`src/rtl/gate_sweep_controller.sv`:
```
`timescale 1ns/1ps
// gate_sweep_controller
// Built-in self-test sequencer for the gate F = !C && (!A || B). On START it
// walks {A,B,C} through all 8 vectors. For each vector it waits SETTLE_CYCLES+1
// cycles and then samples F_IN into RESULT. Once the sweep ends it compares
// RESULT against EXPECTED.
//
// Ports:
//   CLK, RST      clock; asynchronous active-high reset
//   START         request a sweep (accepted only in IDLE, ABORT low)
//   ABORT         cancel a sweep in progress (no DONE pulse)
//   F_IN          gate output under test
//   A, B, C       gate inputs, {A,B,C} = current vector index
//   BUSY          sweep running
//   DONE          one-cycle completion pulse
//   PASS          last completed sweep matched EXPECTED
//   RESULT        captured F per vector index
//   MISMATCH      RESULT ^ EXPECTED
//   FIRST_FAIL    lowest mismatching index, 0 when none
//
// Optional build macro GATE_SWEEP_STOP_ON_FAIL_EN: a sweep ends at the first
// vector whose sample disagrees with EXPECTED.
module gate_sweep_controller #(
   parameter int unsigned SETTLE_CYCLES = 2,
   parameter logic [7:0]  EXPECTED      = 8'h45
) (
   input  logic       CLK,
   input  logic       RST,
   input  logic       START,
   input  logic       ABORT,
   input  logic       F_IN,
   output logic       A,
   output logic       B,
   output logic       C,
   output logic       BUSY,
   output logic       DONE,
   output logic       PASS,
   output logic [7:0] RESULT,
   output logic [7:0] MISMATCH,
   output logic [2:0] FIRST_FAIL
);

   typedef enum logic [1:0] {IDLE, SETTLE, SAMPLE, FINISH} state_t;

   localparam logic [3:0] SETTLE_LOAD = 4'(SETTLE_CYCLES);

   state_t     state, state_nxt;
   logic [2:0] idx, idx_nxt;
   logic [3:0] cnt, cnt_nxt;
   logic       busy_nxt, done_nxt, pass_nxt;
   logic [7:0] result_nxt, mismatch_nxt, final_mismatch, visited;
   logic [2:0] first_fail_nxt, final_first;
   logic       stop;

   // The gate inputs are the index register bits directly, so they are registered.
   assign A = idx[2];
   assign B = idx[1];
   assign C = idx[0];

`ifdef GATE_SWEEP_STOP_ON_FAIL_EN
   assign stop    = (F_IN != EXPECTED[idx]);
   // idx stays on the last visited vector, so bits 0..idx are the tested ones
   assign visited = 8'hFF >> (3'd7 - idx);
`else
   assign stop    = 1'b0;
   assign visited = 8'hFF;
`endif

   assign final_mismatch = (RESULT ^ EXPECTED) & visited;

   always_comb begin
      final_first = '0;
      for (int unsigned i = 8; i > 0; i--) begin
         if (final_mismatch[i-1]) final_first = 3'(i - 1);
      end
   end

   always_comb begin
      state_nxt      = state;
      idx_nxt        = idx;
      cnt_nxt        = cnt;
      busy_nxt       = BUSY;
      done_nxt       = 1'b0;
      pass_nxt       = PASS;
      result_nxt     = RESULT;
      mismatch_nxt   = MISMATCH;
      first_fail_nxt = FIRST_FAIL;
      unique case (state)
         IDLE: begin
            if (START && !ABORT) begin
               idx_nxt        = '0;
               result_nxt     = '0;
               mismatch_nxt   = '0;
               pass_nxt       = 1'b0;
               first_fail_nxt = '0;
               cnt_nxt        = SETTLE_LOAD;
               busy_nxt       = 1'b1;
               state_nxt      = SETTLE;
            end
         end
         SETTLE: begin
            if (ABORT) begin
               state_nxt = IDLE;
               busy_nxt  = 1'b0;
               pass_nxt  = 1'b0;
               idx_nxt   = '0;
               cnt_nxt   = '0;
            end else if (cnt == '0) begin
               state_nxt = SAMPLE;
            end else begin
               cnt_nxt = cnt - 4'd1;
            end
         end
         SAMPLE: begin
            if (ABORT) begin
               state_nxt = IDLE;
               busy_nxt  = 1'b0;
               pass_nxt  = 1'b0;
               idx_nxt   = '0;
               cnt_nxt   = '0;
            end else begin
               result_nxt[idx] = F_IN;
               // BUSY drops on entry to FINISH so it reads low during FINISH
               if (idx == 3'd7 || stop) begin
                  state_nxt = FINISH;
                  busy_nxt  = 1'b0;
               end else begin
                  idx_nxt   = idx + 3'd1;
                  cnt_nxt   = SETTLE_LOAD;
                  state_nxt = SETTLE;
               end
            end
         end
         FINISH: begin
            done_nxt       = 1'b1;
            mismatch_nxt   = final_mismatch;
            pass_nxt       = (final_mismatch == '0);
            first_fail_nxt = final_first;
            state_nxt      = IDLE;
         end
         default: state_nxt = IDLE;
      endcase
   end

   always_ff @(posedge CLK or posedge RST) begin
      if (RST) begin
         state      <= IDLE;
         idx        <= '0;
         cnt        <= '0;
         BUSY       <= 1'b0;
         DONE       <= 1'b0;
         PASS       <= 1'b0;
         RESULT     <= '0;
         MISMATCH   <= '0;
         FIRST_FAIL <= '0;
      end else begin
         state      <= state_nxt;
         idx        <= idx_nxt;
         cnt        <= cnt_nxt;
         BUSY       <= busy_nxt;
         DONE       <= done_nxt;
         PASS       <= pass_nxt;
         RESULT     <= result_nxt;
         MISMATCH   <= mismatch_nxt;
         FIRST_FAIL <= first_fail_nxt;
      end
   end

endmodule

```
`config.mk`:
```
export PLATFORM = sky130hd
export DESIGN_NAME = gate_sweep_controller
export DESIGN_NICKNAME = d
export VERILOG_FILES = /design/src/rtl/gate_sweep_controller.sv
export SDC_FILE = /design/constraint.sdc
export NUM_CORES = 1
export LEC_CHECK = 0
export ABC_AREA = 1
export CAP_MARGIN = 0
export CORE_MARGIN = 5
export CORE_UTILIZATION = 40
export DETAILED_ROUTE_END_ITERATION = 12
export PLACE_DENSITY_LB_ADDON = 0.12
export REMOVE_ABC_BUFFERS = 1
export SLEW_MARGIN = 25
export SYNTH_ARGS = -nofsm -noshare
export SYNTH_HDL_FRONTEND = slang
export SYNTH_SLANG_ARGS = --single-unit
```
`constraint.sdc`:
```
create_clock -name CLK -period 2.5 [get_ports CLK]
set_input_delay 0.625 -clock CLK [delete_from_list [all_inputs] [get_ports CLK]]
set_output_delay 0.625 -clock CLK [all_outputs]
set_load 0.01 [all_outputs]
```
# After elaboration in Yosys (flattened, before gate mapping)
# Cells that the tools add are included.
# totals
reg_bits	31
inputBits	5
output_inout_bits	25
wordCells	84
# op_classes
n_addsub	2
n_lt_le_gt_ge	2
eq_ne	12
mux	41
n_bitwise	1
reduce_logical	17
# op_table
operator	n
$mux W3	12
$pmux W8 S2	2
$mux W4	5
$mux W8	2
$ne A3 B3 Y1 const B	4
$pmux W4 S3	1
$reduce_and A4 Y1	3
$mux W2	5
$pmux W3 S3	1
$bwmux W8	1
$logic_not A8 Y1	1
$pmux W2 S4	1
$mux W1	7
$ne A2 B2 Y1 const B	3
$pmux W1 S3	2
$pmux W3 S2	1
$reduce_and A2 Y1	3
$eq A2 B2 Y1 const B	2
$logic_not A4 Y1	1
$lt A3 B4 Y1 const B	1
$reduce_bool A2 Y1	2
$sub A4 B1 Y4 const B	1
$add A3 B1 Y3 const B	1
$demux W1 S3	1
11 further kinds	12

# Longest topological paths before layout
# logic_depth
depth_word	9
depth_mapped	11
depth_no_buf	9

# Worst setup path before layout
# No wires, ideal clock.
# synth_path
path_kind	reg-to-reg
startpoint	register state[0]
endpoint	register RESULT[4]
setup_time_ns	0.117
t_arrival_ns	1.301
required_ns	2.383
setup_slack_ns	1.082
path_stages_with_launch	11
n_path_buf	1
synth_period_minus_slack_ns	1.418
cell_sequence	dfrtp_1 inv_1 ha_1 inv_2 o21ai_2 nand2_2 inv_2 buf_6 nand2_1 nand2_1 nand2_1
# synth_via
elab_chain_len	3
elab_cells_between_ends	7
cone_classes	3 x eq/ne; 1 x mux; 3 x reduce/logical
# synth_rtl
item	line_no	rtl
from (decl)	47	state_t state, state_nxt;
from (signal assigned)	157	state <= state_nxt;
$eq A2 B2 Y1 / $logic_not A2 Y1 (equally long branches)	88	unique case (state)
$ne A2 B2 Y1 (no line) / $reduce_bool A2 Y1 (equally long branches)	-	
$reduce_and A3 Y1 (no line)	-	
to (signal assigned)	163	RESULT <= result_nxt;
to (decl)	38	output logic [7:0] RESULT,
# Parallel ways exist; a longest one is shown, timed or not.
# A chain may end at the register's enable or synchronous reset.

# Worst setup path in the final report
# layout_path
startpoint	register idx[1]
endpoint	output B
# layout_lines
item	line_no	rtl
from (decl)	48	logic [2:0] idx, idx_nxt;
from (signal assigned)	158	idx <= idx_nxt;
to (decl)	33	output logic B,
# No word-level cell between the ends.

==> summary.md <==
| Metric | Value |
|---|---|
| Core ar. | between 4000 and 5000 µm² |
| CP cell instances | clkdlybuf4s50_1 |
| Slew Viols, Final | 0 |
| CTS resizes | 0 |
| Clk pin slew, worst setup/hold paths | 0.07 ns |
| Tmin final | about 2 ns |
| Crit Path Max Fanout | 10 |
| YS warnings | 0 |
| Clock Tree Buf Depth | 2 |
| Vias in the first global route | between 1000 and 1500 |
| Arrival time worst endpoint | about 1.4 ns |
| Largest net degree at the start of global routing | 32 |
| Synth-to-Final Area Change | 25.6% |
| Initial Util | between 40% and 50% |
| Post-Synthesis Cells | about 230 |
| Max H-tree Level | 2 |
| Critical path data required time | 1.88 ns |
| Post-Layout Cell Count | about 320 |
| Final net count | around 280 |
| Synth Register Bits | 31 |
| Post-CTS Hold Buffers | 0 |
| Initial DRC count | 67 |
| Total of max-cap violations | 0 |
| Relative slew slack | 64.0% |
| Area of the mapped netlist | 1730 µm² |
| DR vias/cell | about 4.7 |
| CP endpoint kind | primary output |
| Total GRT Usage | between 10 and 15% |
| Grt total ovfl | 0 |
| TNS Setup | 0 ns |
| Seq/Total Area, Yosys | approximately 45% |
| Final WL | ~3700 µm |
| Fin Clk Skew | 0.00369 ns |
| Antenna viol nets, final | 0 |
| RSZ-0062 raised after global routing | no |
| First drt pass iteration count | 4 |
| Hold Path Class | reg -> reg |
| Cell Rows | 24 |
| Power Dens Cells | around 890 nW/µm² |
| Place WS | around 0.53 ns |
| # diodes | 0 |
| Root buffer cell | clkbuf_8 |
| Synth top area cells | dfrtp_1 45%, nand2_1 19%, ha_1 5.8%, nand3_1 5.8%, inv_1 5.6% |
| DRC viols | 0 |
| Clock Latency Late Sink | ~0.28 ns |
| Worst slew pin tran | 0.540 ns |
| I/O pin count | 30 |
| Count leader, synth | nand2_1 |
| Port buffer count | 29 |
| Cell accounting for the most synthesized area | dfrtp_1 |
| Gpl congestion | between 0.7 and 0.8 |
| Clock sink count | 31 |
| Detailed-route via count | roughly 1500 |
| Ys async rst share | 100% |
| Unique masters post-synth | 21 |
| Hold Vio Cnt, Final | 0 |
| Postcts setup bufs | 0 |
| DP HPWL | 2770 µm |
| Worst path bufs/invs | 1 |
| Die width | roughly 76 µm |
| Placed Cells | 309 |
| Antenna violations before repair | 0 |
| Max Freq | 495 MHz |
| Die ar. | 5750 µm² |
| Post-synth top cells | 87 x nand2_1, 31 x dfrtp_1, 26 x inv_1, 20 x nand3_1, 16 x o21ai_0 |
| Post-synth top flop | dfrtp_1 |
| Slowest stage delay, CP | 0.61 ns |
| Die H | ~76 µm |
| Outcome | finished, final reports clean |
| Critical path type | reg -> out |
| First-pass GRT wire length | roughly 6400 µm |
| Fillers | 454 |
| Syn Area/Cell | roughly 7.5 µm² |
| Worst VDD drop | between 0.5 and 0.6 mV |
| Post-synth EDFFs | 0 |
| Final period util | approximately four fifths |
| Share of layout cells above drive strength 1 | 7.92% |
| CTS tree | done |
| CP top delay family | buffers and inverters |
| Setup-failing EPs final | 0 |
| Final worst setup slack | a little under 0.5 ns |
| Wire length per cell | 11.7 µm |
| Overall Power | between 1.5 and 2 mW |
| Num CTS Buffers | 5 |
| Post-synth top area share | roughly 45% |
| Leakage | roughly 1.1 nW |
| Slowest-stage cell, CP | clkdlybuf4s50_1 |
| Startpoint Class | flop |
## flip-flops by register name, indices dropped and copies added, names as in the netlist
register    count
RESULT          8
cnt             4
DONE            1
MISMATCH        8
state           2
PASS            1
idx             3
BUSY            1
FIRST_FAIL      3
## power breakdown
group / switching (mW) / total (mW) / internal [mW]
sequential: 0.0702 / 0.653 / 0.583
clock: 0.191 / 0.513 / 0.322
combinational: 0.489 / 0.769 / 0.279
## logic make-up (layout without fill, tap and decap cells)
| family | count (synthesis) | in the layout | synth area share (%) |
|---|---|---|---|
| simple gates | 136 | 136 | 33.7 |
| buf+inv | 34 | 68 | 8.81 |
| flops | 31 | 31 | 44.8 |
| compound gates | 22 | 22 | 6.93 |
| fa+ha+maj | 8 | 8 | 5.78 |
## tightest hold or removal path: stages, from the launching register on
cell     delay, ns
dfrtp_1       0.35
nand2_1       0.05
nand2_1       0.05
## cells in the final DEF (no fill, tap or decap)
| master | netlist | routed |
|---|---|---|
| o21ai_2 | 2 | 2 |
| nor2_2 | 2 | 2 |
| inv_2 | 3 | 3 |
| nand2_4 | 2 | 2 |
| inv_1 | 26 | 26 |
| buf_4 | 0 | 2 |
| clkbuf_8 | 0 | 6 |
| nand2_1 | 87 | 87 |
| o21ai_1 | 2 | 2 |
| clkinv_2 | 0 | 1 |
| nand3_1 | 20 | 20 |
| o211ai_1 | 1 | 1 |
| ha_1 | 8 | 8 |
| nand3b_1 | 5 | 5 |
| nor2_1 | 14 | 14 |
| a21oi_1 | 1 | 1 |
| clkdlybuf4s50_1 | 0 | 29 |
| o21ai_0 | 16 | 16 |
| bufinv_16 | 0 | 1 |
| nor3_1 | 4 | 4 |
| dfrtp_1 | 31 | 31 |
| nand2_2 | 2 | 2 |
## per-layer routing
layer,up-vias,GRT usage (%),share of wire [%],routed length [µm]
met4,0,4.08,1.1,41
met1,678,19.6,51,1880
li1,789,-,-,-
met2,26,23.1,43,1600
met3,4,4.75,4.8,178
met5,-,0,0,0
## layout make-up
| type | instances | area (µm²) | share of cell area [%] |
|---|---|---|---|
| Multi-Input combinational cell | 166 | 805 | 37.0 |
| Sequential cell | 31 | 776 | 35.6 |
| Timing Repair Buffer | 31 | 305 | 14.0 |
| Inverter | 29 | 109 | 5.00 |
| Clock buffer | 6 | 82.6 | 3.79 |
| Tap cell | 52 | 65.1 | 2.99 |
| Clock inverter | 2 | 35.0 | 1.61 |
## stage by stage
stage	util, %	instance area, µm²	hold slack [ns]
after floorplan	-	1690	0.464
after global placement	48.3	2060	0.465
after detailed placement	48.3	2060	0.464
after CTS	51.1	2180	0.487
after global routing	51.1	2180	0.492
final	51.1	2180	0.476
## final timing paths
kind | startpoint | endpoint | slack (ns) | cells past startpoint
max | idx[1] | B | 0.48 | 1
min | BUSY | BUSY | 0.48 | 2
max reg2reg | state[0] | RESULT[2] | 0.81 | 9
min reg2reg | BUSY | BUSY | 0.48 | 2
max in group asynchronous | RST | idx[0] | 1.48 | 3
min in group asynchronous | RST | FIRST_FAIL[2] | 0.73 | 3
Power figures use the tool's default switching activity.
